<file path="src/rtl/dmem_pkg.sv">
// Shared encodings for the data-memory access unit.
// Holds the size codes, the FSM state enum and the width constants.
// Imported by the top level and by the lane-alignment helper.
package dmem_pkg;

  localparam int ADDR_W_DEF = 8;
  localparam int DATA_W_DEF = 32;

  localparam logic [1:0] SZ_BYTE = 2'b00;
  localparam logic [1:0] SZ_HALF = 2'b01;
  localparam logic [1:0] SZ_WORD = 2'b10;
  localparam logic [1:0] SZ_ILL  = 2'b11;

  typedef enum logic [2:0] {
    S_IDLE,
    S_LD_RD,
    S_ST_WR,
    S_RMW_RD,
    S_RMW_WR,
    S_DONE
  } state_t;

  // Request cannot be served: illegal size, or half/word not naturally aligned.
  function automatic logic req_is_bad(input logic [1:0] size, input logic [1:0] lo);
    return (size == SZ_ILL) ||
           ((size == SZ_HALF) && lo[0]) ||
           ((size == SZ_WORD) && (lo != 2'b00));
  endfunction

endpackage

</file>
<file path="src/rtl/dmem_lane_align.sv">
// Lane steering between a 32-bit memory word and byte/half/word requests.
// Purely combinational, zero latency.
// No flow control; outputs follow inputs.
module dmem_lane_align
  import dmem_pkg::*;
(
  input  logic [1:0]  addr_lo_i,
  input  logic [1:0]  size_i,
  input  logic        unsigned_i,
  input  logic [31:0] rd_word_i,
  input  logic [31:0] wdata_i,
  output logic [31:0] load_data_o,
  output logic [31:0] merged_o
);

  logic [7:0]  byte_v;
  logic [15:0] half_v;

  // Pick the addressed lane (little-endian) and sign/zero-extend it for loads.
  always_comb begin
    byte_v      = rd_word_i[{addr_lo_i, 3'b000} +: 8];
    half_v      = rd_word_i[{addr_lo_i[1], 4'b0000} +: 16];
    load_data_o = rd_word_i;
    case (size_i)
      SZ_BYTE: load_data_o = {{24{~unsigned_i & byte_v[7]}}, byte_v};
      SZ_HALF: load_data_o = {{16{~unsigned_i & half_v[15]}}, half_v};
      default: load_data_o = rd_word_i;
    endcase
  end

  // Overlay the store lane onto the word that was read back.
  always_comb begin
    merged_o = rd_word_i;
    case (size_i)
      SZ_BYTE: merged_o[{addr_lo_i, 3'b000} +: 8]     = wdata_i[7:0];
      SZ_HALF: merged_o[{addr_lo_i[1], 4'b0000} +: 16] = wdata_i[15:0];
      default: merged_o = wdata_i;
    endcase
  end

endmodule

</file>
<file path="src/rtl/dmem_access_unit.sv">
// Load/store initiator for a word-wide data memory with combinational read data.
// Latency from acceptance to resp_valid: error 1, load/word store 2, sub-word store 3.
// One request in flight; req_ready is high only while idle.
module dmem_access_unit
  import dmem_pkg::*;
#(
  parameter int ADDR_W = ADDR_W_DEF,
  parameter int DATA_W = DATA_W_DEF
) (
  input  logic              clk,
  input  logic              reset,
  input  logic              req_valid,
  output logic              req_ready,
  input  logic              req_write,
  input  logic [1:0]        req_size,
  input  logic              req_unsigned,
  input  logic [ADDR_W-1:0] req_addr,
  input  logic [DATA_W-1:0] req_wdata,
  output logic              resp_valid,
  output logic [DATA_W-1:0] resp_rdata,
  output logic              resp_err,
  output logic [ADDR_W-1:0] mem_addr,
  output logic              mem_read,
  output logic              mem_write,
  output logic [DATA_W-1:0] mem_wdata,
  input  logic [DATA_W-1:0] mem_rdata
);

  state_t            state_q;
  logic [1:0]        addr_lo_q;
  logic [1:0]        size_q;
  logic              unsigned_q;
  logic [DATA_W-1:0] wdata_q;
  logic              req_ready_q;
  logic              resp_valid_q;
  logic              resp_err_q;
  logic [DATA_W-1:0] resp_rdata_q;
  logic [ADDR_W-1:0] mem_addr_q;
  logic              mem_read_q;
  logic              mem_write_q;
  logic [DATA_W-1:0] mem_wdata_q;

  logic              bad_d;
  logic [31:0]       load_data_d;
  logic [31:0]       merged_d;

  assign bad_d = req_is_bad(req_size, req_addr[1:0]);

  dmem_lane_align u_lane (
    .addr_lo_i   (addr_lo_q),
    .size_i      (size_q),
    .unsigned_i  (unsigned_q),
    .rd_word_i   (mem_rdata),
    .wdata_i     (wdata_q),
    .load_data_o (load_data_d),
    .merged_o    (merged_d)
  );

  // Sequencer: strobes and response are registered alongside the state that implies them.
  // The RMW merge is folded into the read cycle, so mem_wdata_q acts as the merge buffer.
  always_ff @(posedge clk or posedge reset) begin
    if (reset) begin
      state_q      <= S_IDLE;
      addr_lo_q    <= '0;
      size_q       <= '0;
      unsigned_q   <= 1'b0;
      wdata_q      <= '0;
      req_ready_q  <= 1'b1;
      resp_valid_q <= 1'b0;
      resp_err_q   <= 1'b0;
      resp_rdata_q <= '0;
      mem_addr_q   <= '0;
      mem_read_q   <= 1'b0;
      mem_write_q  <= 1'b0;
      mem_wdata_q  <= '0;
    end else begin
      resp_valid_q <= 1'b0;
      case (state_q)
        S_IDLE: begin
          if (req_valid) begin
            addr_lo_q    <= req_addr[1:0];
            size_q       <= req_size;
            unsigned_q   <= req_unsigned;
            wdata_q      <= req_wdata;
            req_ready_q  <= 1'b0;
            resp_rdata_q <= '0;
            resp_err_q   <= 1'b0;
            mem_addr_q   <= {req_addr[ADDR_W-1:2], 2'b00};
            if (bad_d) begin
              state_q      <= S_DONE;
              resp_valid_q <= 1'b1;
              resp_err_q   <= 1'b1;
            end else if (!req_write) begin
              state_q    <= S_LD_RD;
              mem_read_q <= 1'b1;
            end else if (req_size == SZ_WORD) begin
              state_q     <= S_ST_WR;
              mem_write_q <= 1'b1;
              mem_wdata_q <= req_wdata;
            end else begin
              state_q    <= S_RMW_RD;
              mem_read_q <= 1'b1;
            end
          end
        end
        S_LD_RD: begin
          resp_rdata_q <= load_data_d;
          mem_read_q   <= 1'b0;
          resp_valid_q <= 1'b1;
          state_q      <= S_DONE;
        end
        S_ST_WR: begin
          mem_write_q  <= 1'b0;
          resp_valid_q <= 1'b1;
          state_q      <= S_DONE;
        end
        S_RMW_RD: begin
          mem_read_q  <= 1'b0;
          mem_write_q <= 1'b1;
          mem_wdata_q <= merged_d;
          state_q     <= S_RMW_WR;
        end
        S_RMW_WR: begin
          mem_write_q  <= 1'b0;
          resp_valid_q <= 1'b1;
          state_q      <= S_DONE;
        end
        S_DONE: begin
          resp_err_q   <= 1'b0;
          resp_rdata_q <= '0;
          req_ready_q  <= 1'b1;
          state_q      <= S_IDLE;
        end
        default: begin
          mem_read_q  <= 1'b0;
          mem_write_q <= 1'b0;
          req_ready_q <= 1'b1;
          state_q     <= S_IDLE;
        end
      endcase
    end
  end

  assign req_ready  = req_ready_q;
  assign resp_valid = resp_valid_q;
  assign resp_err   = resp_err_q;
  assign resp_rdata = resp_rdata_q;
  assign mem_addr   = mem_addr_q;
  assign mem_read   = mem_read_q;
  assign mem_write  = mem_write_q;
  assign mem_wdata  = mem_wdata_q;

endmodule

</file>
<file path="config.mk">
export PLATFORM = sky130hd
export DESIGN_NAME = dmem_access_unit
export DESIGN_NICKNAME = d
export VERILOG_FILES = /design/src/rtl/dmem_pkg.sv /design/src/rtl/dmem_lane_align.sv /design/src/rtl/dmem_access_unit.sv
export SDC_FILE = /design/constraint.sdc
export NUM_CORES = 1
export LEC_CHECK = 0
export ABC_CLOCK_PERIOD_IN_PS = 5100
export BUFFER_PORTS_ARGS = -buffer_cell sky130_fd_sc_hd__buf_2
export CORE_MARGIN = 4
export CORE_UTILIZATION = 54
export DETAILED_ROUTE_END_ITERATION = 6
export GPL_ROUTABILITY_DRIVEN = 0
export PLACE_DENSITY = 0.81
export REMOVE_ABC_BUFFERS = 1
export SYNTH_ARGS = -nofsm -noshare
export SYNTH_HDL_FRONTEND = slang
export SYNTH_SLANG_ARGS = --single-unit
</file>
<file path="constraint.sdc">
create_clock -name clk -period 5.1 [get_ports clk]
set_input_delay 1.02 -clock clk [delete_from_list [all_inputs] [get_ports clk]]
set_output_delay 1.02 -clock clk [all_outputs]
set_load 0.1 [all_outputs]
</file>
---- Word-level counts from Yosys, hierarchy flattened ----
Index checks and enable logic that the tools add are counted.
storage, ports and cells
  output and inout bits ................... 77
  input bits .............................. 79
  memory bits (writable) .................. 0
  bits in latches ......................... 0
  memories kept ........................... 0
  register bits ........................... 115
  word-level logic and storage cells ...... 95
  ROM bits ................................ 0
operators by class
  bitwise logic cells ..................... 6
  add/sub/neg operators ................... 2
  reduce and logical (&&, ||, !) cells .... 21
  $lt $le $gt $ge ......................... 0
  shifts and indexed selects .............. 6
  div/mod/pow operators ................... 0
  eq/ne operators ......................... 14
  $mul .................................... 0
  muxes and demuxes ....................... 33
operator list
  cell                                                    count
  one-hot mux 32 bit (2 select lines)                     3
  2-to-1 mux 32 bit                                       5
  one-hot mux 32 bit (3 select lines)                     1
  bitwise mux 32 bit                                      2
  variable shift 16 x 7 -> 32 bit (first input constant)  1
  variable shift 8 x 7 -> 32 bit (first input constant)   1
  indexed part select 16 x 7 -> 32 bit                    1
  indexed part select 32 x 6 -> 16 bit                    1
  indexed part select 32 x 6 -> 8 bit                     1
  indexed part select 8 x 7 -> 32 bit                     1
  negator 5 -> 7 bit                                      2
  2-to-1 mux 1 bit                                        13
  AND reduction 5 bit                                     2
  one-hot mux 3 bit (3 select lines)                      1
  inequality test 2 bit (second input constant)           4
  one-hot mux 1 bit (2 select lines)                      4
  AND reduction 2 bit                                     4
  == test 3 x 2 -> 1 bit (second input constant)          2
  == test 3 bit (second input constant)                   2
  2-to-1 mux 3 bit                                        2
  nonzero test 2 bit                                      3
  OR reduction 3 bit                                      2
  == test 2 x 1 -> 1 bit (second input constant)          2
  == test 2 bit (second input constant)                   2
  other kinds (14)                                        20

---- Depth between registers and ports, before layout ----
  depth after elaboration ................. 7
  depth in mapped cells ................... 9
  gate-level depth less buffers ........... 6

---- Cells and area by module ----
Synthesis repeated with hierarchy kept, for this count alone.
second synthesis, totals
  cells, all modules ...................... 721
  area, all modules ....................... 7,005.5 um^2
modules (own cells, without submodules)
  module            cells an instance  seq. area each (um^2)  instances  area an instance (um^2)
  dmem_access_unit  431                2,879.0                1          5,156.2
  dmem_lane_align   290                0.0                    1          1,849.3

---- Worst setup path before layout ----
OpenSTA, ideal clock, no wires.
  path type ............................... input to register
  start point ............................. input req_addr[0]
  end point ............................... register mem_write_q, in the netlist mem_write
  data arrival time ....................... 2.094 ns
  buffers on the path ..................... 2
  library setup time ...................... 0.078 ns
  required time ........................... 5.022 ns
  stages .................................. 6
  setup slack ............................. 2.928 ns
  cell sequence ........................... nor2_1 and2_1 buf_2 buf_2 a22oi_1 o21ai_1
between the ends
  word-level cells in the longest chain between the ends .. 5
  elaborated cells on any way between the ends .. 7
  those cells by class .................... eq/ne (1); reduce/logical (6)
RTL lines
  what                                                            line                            text
  from (decl)                                                     dmem_access_unit.sv:17          input logic [ADDR_W-1:0] req_addr,
  nonzero test 2 bit / logical AND 1 bit (equally long branches)  dmem_pkg.sv:27, dmem_pkg.sv:26
  logical AND 1 bit / logical OR 1 bit (equally long branches)    dmem_pkg.sv:27, dmem_pkg.sv:25
  logical OR 1 bit *                                              dmem_pkg.sv:26                  ((size == SZ_HALF) && lo[0]) ||
  inequality test 2 bit (no line) *                               -
  AND reduction 5 bit (no line) *                                 -
  to (signal assigned)                                            dmem_access_unit.sv:74          mem_write_q <= 1'b0;
  to (signal assigned)                                            dmem_access_unit.sv:98          mem_write_q <= 1'b1;
  to (signal assigned)                                            dmem_access_unit.sv:113         mem_write_q <= 1'b0;
  to (decl)                                                       dmem_access_unit.sv:40          logic mem_write_q;
Mark *: on every way between the ends. The rest lies on a longest branch, timed or not.
A chain may end at the register's enable or synchronous reset.

---- Worst setup path after layout ----
  start point ............................. register addr_lo_q[0]
  end point ............................... register mem_wdata_q[9], in the netlist mem_wdata[9]
between the ends
  word-level cells in the longest chain between the ends .. 5
  elaborated cells on any way between the ends .. 6
  those cells by class .................... add/sub (1); shift (2); mux (3)
RTL lines
  what                                                                                          line                     text
  from (decl)                                                                                   dmem_access_unit.sv:30   logic [1:0] addr_lo_q;
  from (signal assigned)                                                                        dmem_access_unit.sv:81   addr_lo_q <= req_addr[1:0];
  negator 5 -> 7 bit *                                                                          dmem_lane_align.sv:35    SZ_BYTE: merged_o[{addr_lo_i, 3'b000} +: 8] = wdata_i[7:0];
  indexed part select 8 x 7 -> 32 bit / variable shift 8 x 7 -> 32 bit (equally long branches)  dmem_lane_align.sv:35
  bitwise mux 32 bit *                                                                          dmem_lane_align.sv:35
  one-hot mux 32 bit (2 select lines) *                                                         dmem_lane_align.sv:34    case (size_i)
  one-hot mux 32 bit (2 select lines) *                                                         dmem_access_unit.sv:78   case (state_q)
  to (signal assigned)                                                                          dmem_access_unit.sv:99   mem_wdata_q <= req_wdata;
  to (signal assigned)                                                                          dmem_access_unit.sv:120  mem_wdata_q <= merged_d;
  to (decl)                                                                                     dmem_access_unit.sv:41   logic [DATA_W-1:0] mem_wdata_q;
Marked as above.

==> impl_metrics.tcl <==
set metrics [dict create \
    synth_edf_count 0 \
    crit_path_max_fanout 29 \
    vias 6297 \
    synth_top_area_cell "dfrtp_1" \
    ant_nets 0 \
    holdPathStages 2 \
    synthCells 681 \
    fmax_ghz 0.294 \
    status "complete, but fails checks" \
    rows 39 \
    cts.sinks 115 \
    min_from "wdata_q[24]" \
    yosys-top-cells-area "dfrtp_1 44%, nand2_1 10%, a221o_1 4.7%, mux2i_1 3.0%, o21ai_0 3.0%" \
    fp.dieArea_um2 13700 \
    synth_cell_types 56 \
    path_cells "inv_1, ha_1, nor4b_4, a41oi_1, a31oi_1, a21o_1" \
    grt_max_degree 83 \
    first_iter_violations 975 \
    r2r_slack_ns 1.70 \
    hold_buffers 0 \
    cp.arrival_ns 3.76 \
    fin_setup_tns_ns 0 \
    yosysWarnings 0 \
    initial_core_util 0.557 \
    fillers 920 \
    dpl.hpwl_um 14200 \
    period_minus_slack_ns 3.40 \
    synth_top_area_frac 0.445 \
    multi_input_area_um2 3170 \
    setup.worst_path.end_class "register" \
    worstHoldPathType "reg -> reg" \
    core_area_um2 11500 \
    syn_area_um2 6420 \
    slew_headroom 0.102 \
    r2r_start "addr_lo_q[0]" \
    drv_cap 0 \
    clk-insertion-delay-late_ns 0.41 \
    synth_flop_cell "dfrtp_1" \
    r2r_end "mem_wdata[9]" \
    violations "DRC" \
    fp.dieW_um 117 \
    grt_setup_unrepaired "false" \
    final_common_cell "nand2_1" \
    cts_buffer_depth 2 \
    clk_pin_slew_ns 0.05 \
    cpPeakStageDelay_ns 1.08 \
    path_class "reg -> reg" \
    finalMaxSlewViolations 0 \
    start_kind "register" \
    die_h_um 117 \
    finalClockSkew_ns 0.00864 \
    postCtsSetupBuffers 0 \
    fin_hold_ws_ns 0.472 \
    grt_first_pass_wirelength_um 31800 \
    htreeDepth 4 \
    critPathRequiredTime_ns 5.45 \
    cts_tree "done" \
    io_pins 156 \
    wl_per_cell_um 21.6 \
    nNetsFinal 878 \
    worst_pin_slew_ns 1.35 \
    final_area_um2 7650 \
    track_usage 0.304 \
    io_buffers 153 \
    cts_resized 0 \
    antennaDiodeCount 0 \
    routed_wl_um 20600 \
    async_flop_share 1.00 \
    hold_end "wdata_q[24]" \
    synth_area_per_cell_um2 9.42 \
    grt_pass1_vias 6055 \
    dpl_cell_area_um2 7090 \
    crit_path_top_delay_cell "dfrtp_1" \
    cts_buffers 17 \
    globalRoute.totalOverflow 0 \
    via_per_inst 6.63 \
    layout_common_cells "172 x nand2_1, 153 x buf_2, 114 x dfrtp_1, 38 x o21ai_0, 30 x a221o_1" \
    drive_gt1_frac 0.258 \
    root_buffer "clkbuf_16" \
    drc 18 \
    ys_ff_latch 115 \
    reg2reg_depth 6 \
    setup_viol 0 \
    synthToLayoutAreaGrowth_pct 19.3 \
    seq_area_frac_synth 0.449 \
    antenna_found_initial 0 \
    first_pass_iters 7 \
    hold_viol_final 0 \
    seq_area_um2 2880 \
    finalCritPeriodShare 0.668 \
]
[final cells by class]
| cell class | instances | area share |
|---|---|---|
| timing repair buffer | 159 | 0.106 |
| clock inverter | 4 | 0.00589 |
| multi-input combinational | 489 | 0.415 |
| inverter | 12 | 0.00621 |
| sequential | 115 | 0.376 |
| clock buffer | 28 | 0.0675 |
| tap | 143 | 0.0234 |
[kinds of logic (layout without fill, tap and decap cells)]
kind of cell / Yosys count / in the layout / synth area share
buf+inv: 78 / 203 / 0.0575
other cells: 1 / 2 / 0.000584
fa+ha+maj: 5 / 5 / 0.00975
flops: 115 / 115 / 0.449
mux: 28 / 28 / 0.0577
compound gates: 203 / 203 / 0.242
simple gates: 251 / 251 / 0.184
[flip-flops by register name (all words and copies together) (netlist names)]
register    cells
resp_valid      1
resp_err        1
req_ready       1
mem_addr        6
mem_read        1
mem_write       1
state_q         3
resp_rdata     32
unsigned_q      1
mem_wdata      32
size_q          2
addr_lo_q       2
wdata_q        32
[synthesized netlist by cell type (all sizes together), types with 9 or more instances]
cell type,n
dfrtp,114
o21ai,41
clkbuf,21
inv,11
a221o,30
a22o,16
a22oi,10
a31oi,23
nor3,11
mux2i,19
a41oi,14
buf,45
nand2,172
o2bb2ai,14
nor2,16
o211ai,9
a2111oi,16
[metrics by stage]
step,cells,util,setup slack [ns]
finish,950,0.664,1.70
global placement,918,0.616,1.94
detailed placement,918,0.616,1.83
CTS,950,0.664,1.83
floorplan,616,-,0.612
global route,950,0.664,1.38
[worst max-delay path, delay by kind of cell, from the launching register on]
| kind | cells | cell delay (ns) |
|---|---|---|
| buf+inv | 1 | 0.48 |
| flops | 1 | 1.08 |
| simple gates | 1 | 0.68 |
| fa+ha+maj | 1 | 0.47 |
| compound gates | 3 | 0.64 |
[worst max path at each step]
stage	start	to	slack (ns)	depth (start not counted)
2_1_floorplan	req_valid	resp_rdata[10]	0.61	3
3_3_place_gp	addr_lo_q[0]	mem_wdata[22]	1.94	6
3_5_place_dp	addr_lo_q[0]	mem_wdata[22]	1.83	6
4_1_cts	addr_lo_q[0]	mem_wdata[22]	1.83	6
5_1_grt	addr_lo_q[0]	mem_wdata[22]	1.38	6
6_report	addr_lo_q[0]	mem_wdata[9]	1.70	6
[metal layers]
metal	share of wire	vias to the layer above	track usage
met4	0.043	0	0.147
met2	0.45	457	0.463
met5	0	-	0
met3	0.12	72	0.0817
met1	0.38	3018	0.404
li1	-	2750	-
Power is not shown: default switching activity piles up to over one toggle a cycle in this logic, so the estimate is an artifact.
